[config.mk]
export PLATFORM = sky130hd
export DESIGN_NAME = code_serializer
export DESIGN_NICKNAME = d
export VERILOG_FILES = /design/src/rtl/code_serializer.sv
export SDC_FILE = /design/constraint.sdc
export NUM_CORES = 1
export LEC_CHECK = 0
export ABC_AREA = 1
export ABC_CLOCK_PERIOD_IN_PS = 2200
export CAP_MARGIN = 20
export CORE_MARGIN = 4
export CORE_UTILIZATION = 54
export CTS_CLUSTER_DIAMETER = 200
export DETAILED_ROUTE_END_ITERATION = 8
export MAX_ROUTING_LAYER = met4
export PLACE_DENSITY = 0.81
export SLEW_MARGIN = 20
export SYNTH_ARGS = -nofsm -noshare
export SYNTH_HDL_FRONTEND = slang
export SYNTH_SLANG_ARGS = --single-unit
[constraint.sdc]
create_clock -name clk -period 2.2 [get_ports clk]
set_input_delay 0.44 -clock clk [delete_from_list [all_inputs] [get_ports clk]]
set_output_delay 0.44 -clock clk [all_outputs]
set_load 0.03 [all_outputs]
[src/rtl/code_serializer.sv]
// rtl/code_serializer.sv - parallel code word to MSB-first serial stream with guard-zero gap
// Each accepted code is followed by GAP zero cycles; done marks the last of them.
module code_serializer #(
   parameter int WIDTH = 6,
   parameter int GAP   = 4
) (
   input  logic             clk,
   input  logic             clear,
   input  logic [WIDTH-1:0] code_in,
   input  logic             code_valid,
   output logic             code_ready,
   output logic             d_out,
   output logic             busy,
   output logic             done
);

   localparam int MAXC = (WIDTH > GAP) ? WIDTH : GAP;
   localparam int CW   = $clog2(MAXC + 1);

   localparam logic [CW-1:0] LAST_BIT = CW'(WIDTH - 1);
   localparam logic [CW-1:0] LAST_GAP = CW'(GAP - 1);
   localparam logic [CW-1:0] CNT_ONE  = CW'(1);

   typedef enum logic [1:0] {
      S_IDLE  = 2'b00,
      S_SHIFT = 2'b01,
      S_GAP   = 2'b10
   } state_t;

   state_t           state, state_next;
   logic [CW-1:0]    cnt, cnt_next;
   logic [WIDTH-1:0] sreg, sreg_next;
   logic             d_next;
   logic             done_next;

   always_ff @(posedge clk or negedge clear) begin
      if (!clear) begin
         state <= S_IDLE;
         cnt   <= '0;
         sreg  <= '0;
         d_out <= 1'b0;
         done  <= 1'b0;
      end else begin
         state <= state_next;
         cnt   <= cnt_next;
         sreg  <= sreg_next;
         d_out <= d_next;
         done  <= done_next;
      end
   end

   // sreg holds the bits still to be sent, already left-aligned so its MSB is the next bit out
   always_comb begin
      state_next = state;
      cnt_next   = cnt;
      sreg_next  = sreg;
      d_next     = 1'b0;
      done_next  = 1'b0;
      case (state)
         S_IDLE: begin
            if (code_valid) begin
               sreg_next  = {code_in[WIDTH-2:0], 1'b0};
               d_next     = code_in[WIDTH-1];
               cnt_next   = '0;
               state_next = S_SHIFT;
            end
         end
         S_SHIFT: begin
            if (cnt == LAST_BIT) begin
               state_next = S_GAP;
               cnt_next   = '0;
               sreg_next  = '0;
               done_next  = (GAP == 1);
            end else begin
               d_next    = sreg[WIDTH-1];
               sreg_next = {sreg[WIDTH-2:0], 1'b0};
               cnt_next  = cnt + CNT_ONE;
            end
         end
         S_GAP: begin
            if (cnt == LAST_GAP) begin
               state_next = S_IDLE;
               cnt_next   = '0;
            end else begin
               cnt_next  = cnt + CNT_ONE;
               done_next = ((cnt + CNT_ONE) == LAST_GAP);
            end
         end
         default: begin
            state_next = S_IDLE;
            cnt_next   = '0;
            sreg_next  = '0;
         end
      endcase
   end

   assign code_ready = (state == S_IDLE);
   assign busy       = ~code_ready;

endmodule
==> run metrics, run 1 <==
Post-Synth XOR/XNOR Area 0%; CTS tree yes; Synth Area in Adders 13.1%; status complete, no violations; post-synth top area share 39.3%; Core Util, Final 70.9%; worst min path class input port to async pin; core region area 1320 um2; CP Capture Type output port; Overflow after GRT 0; clock buffer depth 2; sw power 0.000497 W; syn avg cell area 7.95 um2; Max-Cap Viols 0; final hold vios 0; CP Data Required Time 1760 ps; most common cell after layout, fill and taps aside nand2_1; FP Rows 13; Synth Area in Compound Gates 0.656%; Die X 45.6 um; internal power 0.000613 W; CTS Sinks 12; register area 300 um2; final hold slack 495 ps; WL per Instance 12.3 um; WP data arrival 1330 ps; mux cell area share after synthesis 0%; post-synthesis cell count 96; commonest cells after routing, fill and taps aside nand2_1, inv_1, dfrtp_1, clkdlybuf4s50_1, ha_1; Clk pwr share 16.6%; Clock Root Buffer clkbuf_4; largest net degree at the start of global routing 13; CP max FO 4; vias in the first global route 617; H-tree lvl count 1; post-cts sizing count 0; global-route wire length before repair 2640 um; dpl hpwl 1100 um; initial core utilization 57.9%; design area 935 um2; switch share 44.8%; Gate power share 53.2%; Slew @ Worst Pin 548 ps; DRT Wirelength 1540 um; Setup CP Type register to output port; initial antenna violation count 0; post-route ant nets 0; Synth Area in Simple Gates 37.5%; Worst setup SP type register; Post-Route Skew 6.90 ps; Reg-to-Reg End sreg[3]$_DFFE_PN0P_; Die H 45.6 um; synthesis-to-finish area growth 22.5%; vias per inst 4.99; DRC viols 0; Area contributors post-synth dfrtp_1, nand2_1, ha_1; DRT iter0 DRCs 6; clock transition at the registers of the reported paths 90 ps; cts bufs inserted 3; I/O pin count 13; gpl congestion 0.794; Flop pwr share 30.2%; Final Cycle Share 80.5%; Placed Instance Area 893 um2; Hold Buf Count CTS 0; Post-Syn Nets 113; Reg2Reg Depth 8; r2r setup slk 850 ps; Cell Area, Synth 763 um2; Slew Limit Fails 0; Tmin final 1770 ps; Yosys cell types 16; main combinational cell family by area after synthesis simple AND/OR/NAND/NOR gates; largest area contributor in the netlist dfrtp_1; sequential area share after synthesis 39.3%; setup bufs post-CTS 0; Final Worst Setup Slack 430 ps; n_diodes 0; final setup fails 0; Worst-Skew Late Latency 280 ps; worst slack, placed 385 ps; routed via count 629; Power Dens Cells 1190 nW/um2; final setup TNS 0 ps; RSZ-0062 raised after global routing no; final net count 129; VDD IR max 602 uV; TritonRoute pass-1 iters 4; number of synthesized register bits 12; full die area 2080 um2; GRT Total Usage 19.0%; LEAKAGE 0.527 nW; slew margin rel. 63.3%; yosys synthesis warning count 0; RR Startpoint state[0]$_DFFE_PN0P_; Fmax 0.565 GHz; fillcell total 118; multi-input logic area 392 um2; # port buffers 12; layout cells sized above 1 11.7%
-- through the flow --
stage	std cells	total power (W)
after floorplan	96	0.000784
after global placement	122	0.000910
after detailed placement	122	0.000927
after CTS	126	0.00112
after global routing	126	0.00120
final	126	0.00111
-- Yosys cell counts --
master / n
dfrtp_1: 12
ha_1: 8
nand2_8: 2
nand2_1: 41
inv_1: 12
nand2_4: 1
inv_4: 1
nand2_2: 2
nand4_1: 2
nor2_1: 3
inv_2: 1
nand3_1: 7
o21ai_1: 1
buf_2: 1
nand3_2: 1
buf_6: 1
-- final cells by class --
class	count	area share, %
Clock buffer	4	3.88
Inverter	14	5.89
Multi-Input combinational cell	68	41.9
Sequential cell	12	32.1
Tap cell	15	2.01
Timing Repair Buffer	13	14.2
-- routing by layer --
layer / vias up / global-route usage [%] / wire length [um]
met5: - / - / 0
met3: 5 / 3.56 / 105
met1: 281 / 21.5 / 658
li1: 326 / - / -
met4: 0 / 11.7 / 32
met2: 17 / 30.4 / 747
-- worst max path at each step --
| stage | cells after the start | start | endpoint | slack (ps) |
|---|---|---|---|---|
| 2_1_floorplan | 4 | state[0]$_DFFE_PN0P_ | busy | 630 |
| 3_3_place_gp | 4 | state[0]$_DFFE_PN0P_ | busy | 420 |
| 3_5_place_dp | 4 | state[0]$_DFFE_PN0P_ | busy | 390 |
| 4_1_cts | 4 | state[0]$_DFFE_PN0P_ | busy | 60 |
| 5_1_grt | 4 | state[0]$_DFFE_PN0P_ | busy | 350 |
| 6_report | 4 | state[0]$_DFFE_PN0P_ | busy | 430 |
-- registers in the layout, summed over array words and instances, names as in the netlist --
name and count:
sreg 5, cnt 3, done 1, state 2
d_out 1
-- worst max-delay path, cell delays in order (launching register included) --
cell and delay [ps]:
dfrtp_1 390, inv_1 70, ha_1 240, inv_1 60, dlymetal6s2s_1 280
-- logic make-up after synthesis --
kind of cell             count (synthesis)
flip-flops                              12
AND/OR/NAND/NOR                         59
buffers and inverters                   16
adder cells (fa/ha/maj)                  8
AO/OA/AOI/OAI                            1
-- power by group through the flow --
stage          clock network [W]  logic [W]  registers [W]
2_1_floorplan                  0   0.000443       0.000342
3_3_place_gp                   0   0.000578       0.000331
3_5_place_dp                   0   0.000591       0.000336
4_1_cts                 0.000185   0.000602       0.000334
5_1_grt                 0.000200   0.000656       0.000343
6_report                0.000185   0.000590       0.000335
No activity file was read; power rests on OpenSTA's default activity.
==> run 2, diff against run 1 <==
--- a/config.mk
+++ b/config.mk
@@ -6,14 +6,14 @@
 export NUM_CORES = 1
 export LEC_CHECK = 0
 export ABC_AREA = 1
-export ABC_CLOCK_PERIOD_IN_PS = 2200
+export ABC_CLOCK_PERIOD_IN_PS = 1540
 export CAP_MARGIN = 20
 export CORE_MARGIN = 4
-export CORE_UTILIZATION = 54
+export CORE_UTILIZATION = 45
 export CTS_CLUSTER_DIAMETER = 200
 export DETAILED_ROUTE_END_ITERATION = 8
 export MAX_ROUTING_LAYER = met4
-export PLACE_DENSITY = 0.81
+export PLACE_DENSITY = 0.72
 export SLEW_MARGIN = 20
 export SYNTH_ARGS = -nofsm -noshare
 export SYNTH_HDL_FRONTEND = slang
==> constraint.sdc (replaced) <==
create_clock -name clk -period 1.54 [get_ports clk]
set_input_delay 0.308 -clock clk [delete_from_list [all_inputs] [get_ports clk]]
set_output_delay 0.308 -clock clk [all_outputs]
set_load 0.03 [all_outputs]
==> run 2 against run 1 <==
Clock skew shrank 3.9 ps. Wire length fell by 1.4%. Highest routed layer unchanged. Clock power grew 33%. Clock-buffer cell count unchanged. Cell area increased by 5.8%. Combinational power grew 69%. Power is 55% higher. Register-to-register slack got worse by 670 ps. Final cell count grew 5.6%.
==> run metrics, run 2 (synthesis results as in run 1) <==
initial antenna violation count 0 (unchanged); internal power 0.000982 W (+60%); Power Dens Cells 1740 nW/um2 (+46%); Worst-Skew Late Latency 270 ps (about the same); VDD IR max 837 uV (+39%); cts bufs inserted 3 (unchanged); clock buffer depth 2 (unchanged); commonest cells after routing, fill and taps aside nand2_1, dfrtp_1, inv_1, clkdlybuf4s50_1; placed insts 125 (+2.5%); Top Registers sreg (5), cnt (3), state (2); max FFs per register 5 (unchanged); routed via count 650 (+3.3%); n_diodes 0 (unchanged); Final Worst Setup Slack 44.5 ps (-385 ps); final setup fails 0 (unchanged); CTS Sinks 12 (unchanged); switch share 42.8% (-2.0 points); TritonRoute pass-1 iters 4 (unchanged); met1 usage in global routing 15.8% (-5.7 points); vias per inst 4.89 (-2.1%); DRT Wirelength 1520 um (-1.4%); CP Data Required Time 1230 ps (-530 ps); gr busiest metal met2; Overflow after GRT 0 (unchanged); Clock Root Buffer clkbuf_4; Slowest-stage cell, CP dfrtp_1; I/O pin count 13 (unchanged); most common cell after layout, fill and taps aside nand2_1; CP Capture Type output port; WL per Instance 11.4 um (-6.6%); met2 usage 22.1% (-8.3 points); critical path's largest stage delay 400 ps (about the same); Tmin final 1500 ps; vias in the first global route 598 (-3.1%); Largest Register sreg; critical path, cell by cell inv_2 -> ha_4 -> buf_4 -> buf_6; status complete, no violations; Hold Buf Count CTS 0 (unchanged); overall power 0.00172 W (+55%); Worst setup SP type register; core region area 1560 um2 (+18%); synthesis-to-finish area growth 29.5%; DRC viols 0 (unchanged); Flop pwr share 27.5% (-2.7 points); Clk pwr share 14.4% (-2.2 points); Buf+Inv Stages, Crit Path 3 (unchanged); post-route ant nets 0 (unchanged); Slew Limit Fails 0 (unchanged); clock transition at the registers of the reported paths 80 ps (about the same); sw power 0.000734 W (+47%); global-route wire length before repair 2590 um (-1.6%); largest net degree at the start of global routing 13 (unchanged); initial core utilization 49.0% (-9.0 points); Core Util, Final 63.4% (-7.5 points); layout cells sized above 1 20.5% (+8.8 points); Final Cycle Share 97.1%; Cell Count, Final, Fillers Out 133 (+5.6%); met3 Track Usage GR 6.42% (+2.9 points); Die X 49.2 um (+7.9%); LEAKAGE 0.551 nW (+4.5%); DRT iter0 DRCs 12 (+6); CP max FO 3 (-1); FP Rows 14 (+1); worst min path class input port to async pin; worst slack, placed 188 ps (-197 ps); Post-Route Skew 3.05 ps (-3.86 ps); Top delay family on crit path flip-flops; Gate power share 58.1% (+4.9 points); full die area 2420 um2 (+16%); Setup CP Type register to output port; slew margin rel. 78.5% (+15 points); Slew @ Worst Pin 322 ps (-226 ps); final net count 135 (+4.7%); gpl congestion 0.803 (+1.2%); H-tree lvl count 1 (unchanged); Fmax 0.669 GHz; WP data arrival 1190 ps (-140 ps); CTS tree yes; final hold vios 0 (unchanged); GRT Total Usage 14.1% (-4.8 points); fillcell total 144 (+22%); Die H 49.2 um (+7.9%); dpl hpwl 1060 um (-3.2%); # port buffers 12 (unchanged); Max-Cap Viols 0 (unchanged)
-- run 2: power groups by stage --
stage	clock, W	sequential (W)	combinational [W]
CTS	0.000253	0.000468	0.000915
detailed placement	0	0.000481	0.000848
global route	0.000272	0.000484	0.00110
finish	0.000246	0.000472	0.000997
floorplan	0	0.000488	0.000632
global placement	0	0.000480	0.000838
-- run 2: through the flow --
step	area [um2]	TNS, ps	hold slack, ps
detailed placement	905	0	466
CTS	963	-24.5	327
finish	988	0	329
global route	988	-5.25	367
global placement	905	0	465
floorplan	763	0	12.4
-- run 2: worst reg2reg max path: cells and delay by family, from the launching register on --
kind | cells | cell delay, ps
flops | 1 | 430
fa+ha+maj | 2 | 430
simple gates | 4 | 400
buf+inv | 1 | 50
-- run 2: metal layers --
| metal | share of wire (%) | up-vias |
|---|---|---|
| met1 | 41 | 294 |
| met3 | 7.3 | 2 |
| li1 | - | 334 |
| met2 | 51 | 20 |
| met5 | 0 | - |
| met4 | 0.59 | 0 |
-- run 2: layout make-up --
| class | instances | area (um2) | area share [%] |
|---|---|---|---|
| Tap cell | 16 | 20.0 | 2.03 |
| Sequential cell | 12 | 300 | 30.4 |
| Multi-Input combinational cell | 68 | 404 | 40.9 |
| Inverter | 14 | 55.1 | 5.57 |
| Clock buffer | 4 | 36.3 | 3.67 |
| Timing Repair Buffer | 19 | 173 | 17.5 |
-- run 2: worst paths after layout --
| kind | from | to | depth (start not counted) | slack (ps) |
|---|---|---|---|---|
| worst min register to register | sreg[5]$_DFFE_PN0P_ | sreg[5]$_DFFE_PN0P_ | 2 | 490 |
| max in group asynchronous | clear | cnt[2]$_DFFE_PN0P_ | 2 | 1060 |
| worst max-delay path | state[1]$_DFFE_PN0P_ | code_ready | 4 | 40 |
| min in group clk | sreg[5]$_DFFE_PN0P_ | sreg[5]$_DFFE_PN0P_ | 2 | 490 |
| worst min-delay path | clear | sreg[5]$_DFFE_PN0P_ | 2 | 330 |
| worst max register to register | cnt[0]$_DFFE_PN0P_ | state[0]$_DFFE_PN0P_ | 7 | 180 |
-- run 2: timing repair --
action | in CTS | in global routing
buffers inserted | 2 | 2
setup endpoints to repair | 4 | 2
gates resized for setup | 5 | 3
hold endpoints to repair | 0 | 0
pin swaps | 0 | 1
==> run 3, diff against run 2 <==
--- a/config.mk
+++ b/config.mk
@@ -12,6 +12,7 @@
 export CORE_UTILIZATION = 45
 export CTS_CLUSTER_DIAMETER = 200
 export DETAILED_ROUTE_END_ITERATION = 8
+export GPL_ROUTABILITY_DRIVEN = 0
 export MAX_ROUTING_LAYER = met4
 export PLACE_DENSITY = 0.72
 export SLEW_MARGIN = 20
==> results of run 3 <==
The final DEF is identical to that of run 2; final timing and power are the same.
